--- src/rtl/ex_muldiv_seq_pkg.sv ---
// Shared types for the RV32M multiply/divide sequencer: op encoding (funct3),
// FSM states, fixed latency and the decoder's M-extension qualifier.
package ex_muldiv_seq_pkg;

   localparam int MULDIV_XLEN    = 32;
   localparam int MULDIV_LATENCY = MULDIV_XLEN + 2;

   typedef enum logic [2:0] {
      MD_MUL    = 3'b000,
      MD_MULH   = 3'b001,
      MD_MULHSU = 3'b010,
      MD_MULHU  = 3'b011,
      MD_DIV    = 3'b100,
      MD_DIVU   = 3'b101,
      MD_REM    = 3'b110,
      MD_REMU   = 3'b111
   } muldiv_op_e;

   typedef enum logic [1:0] {
      S_IDLE = 2'b00,
      S_CALC = 2'b01,
      S_DONE = 2'b10
   } seq_state_e;

   // OP opcode with funct7=0000001 selects the M extension.
   function automatic logic is_muldiv(input logic [6:0] funct7, input logic [6:0] opcode);
      return (funct7 == 7'b0000001) && (opcode == 7'b0110011);
   endfunction

endpackage

--- src/rtl/ex_muldiv_seq_if.sv ---
// EX-stage <-> multiply/divide sequencer handshake: op issue, flush, stall and result.
interface ex_muldiv_seq_if
   import ex_muldiv_seq_pkg::*;
#(
   parameter int XLEN = 32
);

   logic             start_i;
   muldiv_op_e       op_i;
   logic [XLEN-1:0]  a_i;
   logic [XLEN-1:0]  b_i;
   logic             flush_i;
   logic             busy_o;
   logic             stall_o;
   logic             done_o;
   logic [XLEN-1:0]  result_o;

   modport master (
      output start_i, op_i, a_i, b_i, flush_i,
      input  busy_o, stall_o, done_o, result_o
   );

   modport slave (
      input  start_i, op_i, a_i, b_i, flush_i,
      output busy_o, stall_o, done_o, result_o
   );

endinterface

--- src/rtl/ex_muldiv_seq_step.sv ---
// One combinational iteration of the shared datapath: right-shifting shift-add
// multiply or left-shifting restoring divide over the {acc, q} register pair.
module ex_muldiv_seq_step #(
   parameter int XLEN = 32
) (
   input  logic            div_mode,
   input  logic [XLEN-1:0] acc,
   input  logic [XLEN-1:0] q,
   input  logic [XLEN-1:0] m,
   output logic [XLEN-1:0] acc_nxt,
   output logic [XLEN-1:0] q_nxt
);

   logic [XLEN:0] sum;
   logic [XLEN:0] rem_sh;
   logic          fits;

   always_comb begin
      sum     = {1'b0, acc} + (q[0] ? {1'b0, m} : '0);
      rem_sh  = {acc, q[XLEN-1]};
      fits    = (rem_sh >= {1'b0, m});
      acc_nxt = sum[XLEN:1];
      q_nxt   = {sum[0], q[XLEN-1:1]};
      if (div_mode) begin
         // rem_sh - m always fits in XLEN bits when the subtraction is taken.
         if (fits) begin
            acc_nxt = rem_sh[XLEN-1:0] - m;
            q_nxt   = {q[XLEN-2:0], 1'b1};
         end else begin
            acc_nxt = rem_sh[XLEN-1:0];
            q_nxt   = {q[XLEN-2:0], 1'b0};
         end
      end
   end

endmodule

--- src/rtl/ex_muldiv_seq.sv ---
// Multi-cycle RV32M multiply/divide sequencer for the EX stage. Stalls the front end
// while the shared datapath iterates XLEN times, then presents result_o for one cycle.
module ex_muldiv_seq
   import ex_muldiv_seq_pkg::*;
#(
   parameter int XLEN = 32
) (
   input  logic           clk,
   input  logic           rst_n,
   ex_muldiv_seq_if.slave bus
);

   localparam int              CNT_W   = $clog2(XLEN) + 1;
   localparam logic [XLEN-1:0] INT_MIN = {1'b1, {(XLEN-1){1'b0}}};

   seq_state_e       state_q, state_d;
   logic [CNT_W-1:0] cnt_q;
   muldiv_op_e       op_q;
   logic             div_q;
   logic             neg_lo_q;
   logic             neg_rem_q;
   logic [XLEN-1:0]  acc_q;
   logic [XLEN-1:0]  quo_q;
   logic [XLEN-1:0]  opnd_q;
   logic [XLEN-1:0]  result_q;

   logic signed [XLEN-1:0] a_s;
   logic signed [XLEN-1:0] b_s;
   logic             sign_a, sign_b;
   logic             is_div, quo_op, signed_div;
   logic             div_zero, div_ovf, special, launch, last_iter;
   logic [XLEN-1:0]  mag_a, mag_b, special_res;
   logic [XLEN-1:0]  acc_nxt, quo_nxt;

   function automatic logic [XLEN-1:0] negate_if(input logic neg, input logic [XLEN-1:0] v);
      return neg ? -v : v;
   endfunction

   // Sign fix-up and half/quotient/remainder select on the final iteration's output.
   function automatic logic [XLEN-1:0] fix_result(
      input muldiv_op_e      op,
      input logic [XLEN-1:0] hi,
      input logic [XLEN-1:0] lo,
      input logic            neg_lo,
      input logic            neg_rem
   );
      logic [2*XLEN-1:0] prod;
      prod = neg_lo ? -{hi, lo} : {hi, lo};
      case (op)
         MD_MUL:                       return prod[XLEN-1:0];
         MD_MULH, MD_MULHSU, MD_MULHU: return prod[2*XLEN-1:XLEN];
         MD_DIV, MD_DIVU:              return negate_if(neg_lo, lo);
         MD_REM, MD_REMU:              return negate_if(neg_rem, hi);
         default:                      return '0;
      endcase
   endfunction

   // Operand decode for a new op: signedness, magnitudes and the skip-CALC cases.
   always_comb begin
      a_s        = $signed(bus.a_i);
      b_s        = $signed(bus.b_i);
      sign_a     = 1'b0;
      sign_b     = 1'b0;
      is_div     = 1'b0;
      quo_op     = 1'b0;
      signed_div = 1'b0;
      case (bus.op_i)
         MD_MULH: begin
            sign_a = (a_s < 0);
            sign_b = (b_s < 0);
         end
         MD_MULHSU: sign_a = (a_s < 0);
         MD_DIV: begin
            sign_a     = (a_s < 0);
            sign_b     = (b_s < 0);
            is_div     = 1'b1;
            quo_op     = 1'b1;
            signed_div = 1'b1;
         end
         MD_DIVU: begin
            is_div = 1'b1;
            quo_op = 1'b1;
         end
         MD_REM: begin
            sign_a     = (a_s < 0);
            sign_b     = (b_s < 0);
            is_div     = 1'b1;
            signed_div = 1'b1;
         end
         MD_REMU: is_div = 1'b1;
         default: ;
      endcase
      mag_a    = negate_if(sign_a, bus.a_i);
      mag_b    = negate_if(sign_b, bus.b_i);
      div_zero = (bus.b_i == '0);
      div_ovf  = signed_div && (bus.a_i == INT_MIN) && (bus.b_i == '1);
      special  = is_div && (div_zero || div_ovf);
      if (div_zero) begin
         special_res = quo_op ? '1 : bus.a_i;
      end else begin
         special_res = quo_op ? INT_MIN : '0;
      end
   end

   assign launch    = bus.start_i && !bus.flush_i && ((state_q == S_IDLE) || (state_q == S_DONE));
   assign last_iter = (cnt_q == CNT_W'(1));

   ex_muldiv_seq_step #(.XLEN(XLEN)) u_step (
      .div_mode (div_q),
      .acc      (acc_q),
      .q        (quo_q),
      .m        (opnd_q),
      .acc_nxt  (acc_nxt),
      .q_nxt    (quo_nxt)
   );

   always_ff @(posedge clk or negedge rst_n) begin
      if (!rst_n) begin
         state_q <= S_IDLE;
      end else begin
         state_q <= state_d;
      end
   end

   // Next state and handshake outputs; flush overrides every transition.
   always_comb begin
      state_d     = state_q;
      bus.busy_o  = (state_q != S_IDLE);
      bus.stall_o = ((state_q == S_IDLE) && bus.start_i) || (state_q == S_CALC);
      bus.done_o  = (state_q == S_DONE);
      case (state_q)
         S_IDLE: begin
            if (launch) state_d = special ? S_DONE : S_CALC;
         end
         S_CALC: begin
            if (last_iter) state_d = S_DONE;
         end
         S_DONE: begin
            if (launch) state_d = special ? S_DONE : S_CALC;
            else        state_d = S_IDLE;
         end
         default: state_d = S_IDLE;
      endcase
      if (bus.flush_i) state_d = S_IDLE;
   end

   always_ff @(posedge clk or negedge rst_n) begin
      if (!rst_n) begin
         cnt_q     <= '0;
         op_q      <= MD_MUL;
         div_q     <= 1'b0;
         neg_lo_q  <= 1'b0;
         neg_rem_q <= 1'b0;
         acc_q     <= '0;
         quo_q     <= '0;
         opnd_q    <= '0;
         result_q  <= '0;
      end else if (launch) begin
         cnt_q     <= CNT_W'(XLEN);
         op_q      <= bus.op_i;
         div_q     <= is_div;
         neg_lo_q  <= sign_a ^ sign_b;
         neg_rem_q <= sign_a;
         acc_q     <= '0;
         quo_q     <= mag_a;
         opnd_q    <= mag_b;
         if (special) result_q <= special_res;
      end else if (state_q == S_CALC) begin
         cnt_q <= cnt_q - CNT_W'(1);
         acc_q <= acc_nxt;
         quo_q <= quo_nxt;
         if (last_iter && !bus.flush_i) begin
            result_q <= fix_result(op_q, acc_nxt, quo_nxt, neg_lo_q, neg_rem_q);
         end
      end
   end

   assign bus.result_o = result_q;

endmodule

--- src/flat_wrapper.sv ---
// flat-port wrapper written by rule: the top's interface ports become plain ports
module ex_muldiv_seq_flat import ex_muldiv_seq_pkg::*;
#(
   parameter int XLEN = 32
)
  (clk, rst_n, bus_start_i, bus_op_i, bus_a_i, bus_b_i, bus_flush_i, bus_busy_o, bus_stall_o, bus_done_o, bus_result_o);
  ex_muldiv_seq_if #(.XLEN(XLEN)) bus_i ();
  input  logic clk;
  input  logic rst_n;
  input wire logic [$bits(bus_i.start_i)-1:0] bus_start_i;
  input wire logic [$bits(bus_i.op_i)-1:0] bus_op_i;
  input wire logic [$bits(bus_i.a_i)-1:0] bus_a_i;
  input wire logic [$bits(bus_i.b_i)-1:0] bus_b_i;
  input wire logic [$bits(bus_i.flush_i)-1:0] bus_flush_i;
  output wire logic [$bits(bus_i.busy_o)-1:0] bus_busy_o;
  output wire logic [$bits(bus_i.stall_o)-1:0] bus_stall_o;
  output wire logic [$bits(bus_i.done_o)-1:0] bus_done_o;
  output wire logic [$bits(bus_i.result_o)-1:0] bus_result_o;
  assign bus_i.start_i = bus_start_i;
  assign bus_i.op_i = bus_op_i;
  assign bus_i.a_i = bus_a_i;
  assign bus_i.b_i = bus_b_i;
  assign bus_i.flush_i = bus_flush_i;
  assign bus_busy_o = bus_i.busy_o;
  assign bus_stall_o = bus_i.stall_o;
  assign bus_done_o = bus_i.done_o;
  assign bus_result_o = bus_i.result_o;
  ex_muldiv_seq #(.XLEN(XLEN)) u_core (.clk(clk), .rst_n(rst_n), .bus(bus_i));
endmodule
--- config.mk ---
export PLATFORM = sky130hd
export DESIGN_NAME = ex_muldiv_seq_flat
export DESIGN_NICKNAME = d
export VERILOG_FILES = /design/src/rtl/ex_muldiv_seq_pkg.sv /design/src/rtl/ex_muldiv_seq_if.sv /design/src/rtl/ex_muldiv_seq_step.sv /design/src/rtl/ex_muldiv_seq.sv /design/src/flat_wrapper.sv
export SDC_FILE = /design/constraint.sdc
export NUM_CORES = 1
export LEC_CHECK = 0
export CAP_MARGIN = 15
export CORE_MARGIN = 3
export CORE_UTILIZATION = 60
export DETAILED_ROUTE_END_ITERATION = 10
export MAX_ROUTING_LAYER = met4
export PLACE_DENSITY = 0.89
export SYNTH_ARGS = -nofsm -noshare
export SYNTH_HDL_FRONTEND = slang
export SYNTH_SLANG_ARGS = --single-unit
--- constraint.sdc ---
create_clock -name clk -period 9.3 [get_ports clk]
set_clock_uncertainty 0.1 [all_clocks]
set_input_delay 1.86 -clock clk [delete_from_list [all_inputs] [get_ports clk]]
set_output_delay 1.86 -clock clk [all_outputs]
set_load 0.02 [all_outputs]
==> flow_summary.rst <==
.. list-table::
   :header-rows: 1

   * - Metric
     - Value
   * - Outcome
     - finished, final reports clean
   * - RSZ-0062 raised after global routing
     - no
   * - Post-route non-filler standard cell count
     - 2420
   * - Total Neg Setup Slack
     - 0 ns
   * - Post-synth cell types
     - 88
   * - Most frequent standard cell in the layout excluding fill and tap cells
     - nand2_1
   * - Worst path slowest cell
     - a222oi_1
   * - Part of the power in the clock network
     - 11.4%
   * - Number of remaining DRC errors
     - 0
   * - Async set-reset flop share out of synthesis
     - 100%
   * - Reg-to-reg startpoint
     - u_core.quo_q[0]$_DFFE_PN0P_
   * - Routed WL per cell
     - 24.8 um
   * - Period Utilization, post-route
     - 65.8%
   * - Hold_sp
     - u_core.bus.result_o[1]$_DFFE_PN0P_
   * - Sequential fraction of the synthesis area
     - 23.2%
   * - Die width
     - 166 um
   * - Combined global-route utilization of all metal layers
     - 42.3%
   * - Max-Cap Viols
     - 0
   * - Startpoint-to-endpoint class of the critical path
     - flop to flop
   * - CTS H-tree lvls
     - 4
   * - Commonest non-fill, non-tap cells in the layout
     - 246 x nand2_1, 220 x o21ai_0, 146 x a21oi_1, 141 x dfrtp_1, 125 x nor2_1
   * - Internal Power
     - 0.00275 W
   * - Maximum fanout along the worst path
     - 29
   * - Worst EP arrival
     - 6.30 ns
   * - Number of top-level pins
     - 106
   * - Final weighted congestion in routability-driven placement
     - 1.13
   * - Final nets
     - 2222
   * - Number of fill cells
     - 2061
   * - Power Density
     - 372 mW/mm2
   * - Tmin final
     - 6.12 ns
   * - Post-CTS Setup Repair Bufs
     - 0
   * - Post-synthesis register bit count
     - 142
   * - Die Footprint
     - 0.0274 mm2
   * - Netlist area before placement
     - 0.0153 mm2
   * - DPL Wire Length
     - 44.5 mm
   * - Worst-case vdd ir drop
     - 0.193 mV
   * - Number of enable-type register cells in the synthesized netlist
     - 0
   * - Syn Area/Cell
     - 7.45 um2
   * - Type of the most critical hold path
     - flop to flop
   * - Share of final-layout standard cells stronger than drive strength 1
     - 4.78%
   * - Final number of max-transition violations
     - 0
   * - Number of DRC markers in iteration 0
     - 3286
   * - Type of element launching the critical path
     - flop
   * - Reg clk slew, reported paths
     - 0.07 ns
   * - Routed Antenna Nets
     - 0
   * - Vias in the first global route
     - 16.0k
   * - Fin. Hold Viols
     - 0
   * - Static leakage
     - 6.87 nW
   * - Buffers plus inverters on the worst setup path
     - 1
   * - Number of warnings reported in the yosys synthesis log
     - 0
   * - Area growth syn-to-layout
     - 11.5%
   * - First-pass GRT wire length
     - 91.1 mm
   * - CORE AREA
     - 0.0247 mm2
   * - Hold Buf Count CTS
     - 0
   * - CTS Buf Count
     - 17
   * - Achievable clock frequency
     - 163 MHz
   * - Count of buffers inserted at the top-level ports
     - 105
   * - Clk buf depth
     - 2
   * - Total number of placement rows
     - 57
   * - Overall via count from detail_route
     - 17.8k
   * - Clock latency reported for the late side of the worst-skew pair
     - 0.45 ns
   * - Proportion of power drawn by combinational gates
     - 70.2%
   * - Relative slew slack
     - 26.1%
   * - GRT Residual Overflow
     - 0
   * - Worst-path cell chain
     - buf_4, and2_1, ha_1, a21o_1, nor3_1, a21oi_1, a21oi_1, xnor2_1, a222oi_1, nand2_1, nor4_1, nand2_1, o31ai_1, xor2_1, a221oi_1, o21ai_0
   * - Effective utilization at floorplan
     - 62.0%
   * - Post-Syn Nets
     - 2196
   * - Max incr delay on CP
     - 0.82 ns
   * - Root cell of the clock tree
     - clkbuf_16
   * - Avg Vias per Cell
     - 7.34
   * - Data required, critical path
     - 9.48 ns
   * - Number of endpoints failing setup at the final stage
     - 0
   * - Fraction of power consumed by sequential logic
     - 18.4%
   * - Power dissipated by switching net loads
     - 0.00359 W
   * - Iteration count of the initial detailed-routing pass
     - 7
   * - Largest delay contributor family on the critical path
     - compound AO/OA/AOI/OAI gates
   * - Switching share of power
     - 56.6%
   * - Maximum number of pins on one net before global-route repair
     - 98
   * - Crit. Startpoint
     - u_core.quo_q[0]$_DFFE_PN0P_
   * - Total wire length after detailed routing
     - 59.9 mm
   * - Die Span Y
     - 166 um
   * - Clock tree from TritonCTS
     - built
   * - Clock tree sinks
     - 142
   * - Post-synthesis cell count
     - 2053
   * - Initial antenna violation count
     - 4
   * - Nature of the critical path endpoint
     - flop
   * - Resized cells post-CTS
     - 0
   * - Cell count after placement
     - 2384
   * - Top FF cell, synth
     - dfrtp_1
   * - Slew at the pin closest to its max-slew limit
     - 1.11 ns
==> worst reg2reg max path: stages (launching register included) <==
cell	delay, ns
dfrtp_1	0.58
buf_4	0.38
and2_1	0.24
ha_1	0.33
a21o_1	0.23
nor3_1	0.23
a21oi_1	0.23
a21oi_1	0.35
xnor2_1	0.17
a222oi_1	0.82
nand2_1	0.24
nor4_1	0.81
nand2_1	0.18
o31ai_1	0.27
xor2_1	0.11
a221oi_1	0.56
o21ai_0	0.15
==> cell usage after synthesis (all sizes together), types with 6 or more instances <==
cell type,number,share of area [%]
nor4,21,0.96
a31oi,24,1.0
nor2,127,3.1
and2,48,2.0
buf,29,1.0
o31ai,29,1.4
or2,12,0.49
a22oi,8,0.39
nor3b,7,0.34
o22ai,21,0.86
a21boi,6,0.29
a211o,9,0.52
nor3,50,1.7
xor2,88,5.0
mux2i,37,2.4
a21oi,146,4.8
a221oi,17,1.0
o21a,15,0.74
ha,70,5.7
nor2b,12,0.49
o211ai,24,1.2
o221ai,40,2.3
o21bai,8,0.39
o21ai,233,7.7
nand2,249,6.1
and3,12,0.49
a211oi,23,1.2
nand3,74,2.4
dfrtp,142,23
a21o,30,1.5
nand2b,19,0.78
nand4,35,1.4
o2111ai,8,0.46
o41ai,12,0.74
clkbuf,94,2.3
inv,75,1.8
or3,20,0.82
xnor2,86,4.9
or4,11,0.56
==> power groups by stage <==
stage / Clock (W) / Combinational (W) / Sequential, W
after floorplan: 0 / 0.00294 / 0.00106
after global placement: 0 / 0.00409 / 0.00113
after detailed placement: 0 / 0.00418 / 0.00114
after CTS: 0.000710 / 0.00422 / 0.00113
after global routing: 0.000737 / 0.00468 / 0.00118
final: 0.000721 / 0.00445 / 0.00117
==> cell type report <==
cell class,count,area (um2),share of cell area [%]
well taps,324,405,2.38
repair buffers,130,1240,7.27
clock buffers,18,439,2.57
multi-input cells,1713,11000,64.3
diodes,4,10.0,0.0587
flip-flops and latches,142,3560,20.9
clock inverters,14,150,0.880
inverters,75,282,1.65
==> registers in the layout, indices dropped and copies added, names as in the netlist <==
signal               count
u_core.state_q           2
u_core.cnt_q             6
u_core.neg_rem_q         1
u_core.bus.result_o     32
u_core.neg_lo_q          1
u_core.opnd_q           32
u_core.op_q              3
u_core.acc_q            32
u_core.quo_q            32
u_core.div_q             1
==> logic make-up after synthesis <==
group	Yosys count	synth area share, %
AND/OR/NAND/NOR	720	23.1
AO/OA/AOI/OAI	706	29.8
buffers and inverters	198	5.19
XOR/XNOR	174	9.97
flip-flops	142	23.2
adder cells (fa/ha/maj)	72	5.99
multiplexers	41	2.72
==> path summary, 6_finish.rpt <==
| kind | endpoint | cells after the start | slack (ns) |
|---|---|---|---|
| setup / recovery | u_core.bus.result_o[27]$_DFFE_PN0P_ | 16 | 3.18 |
| hold / removal | u_core.bus.result_o[1]$_DFFE_PN0P_ | 2 | 0.38 |
| max in group asynchronous | u_core.div_q$_DFFE_PN0P_ | 2 | 6.07 |
| min in group asynchronous | u_core.acc_q[8]$_DFFE_PN0P_ | 1 | 1.33 |
| setup reg to reg | u_core.bus.result_o[27]$_DFFE_PN0P_ | 16 | 3.18 |
| hold reg to reg | u_core.bus.result_o[1]$_DFFE_PN0P_ | 2 | 0.38 |
==> layer usage <==
metal  wire [um]  global-route usage (%)
met1       22600                    55.9
met2       24400                    58.5
met3        9820                    16.1
met4        3030                    16.9
met5           0                       -
==> through the flow <==
step	cell area (um2)	util [%]	setup slack [ns]	power, W	hold WS [ns]
after floorplan	15300	-	4.47	0.00400	0.363
after global placement	16500	66.7	3.32	0.00523	0.365
after detailed placement	16500	66.7	3.04	0.00533	0.371
after CTS	17000	69.1	3.47	0.00607	0.386
after global routing	17100	69.1	3.00	0.00660	0.423
final	17100	69.1	3.18	0.00634	0.383
(Power assumes the default switching activity.)
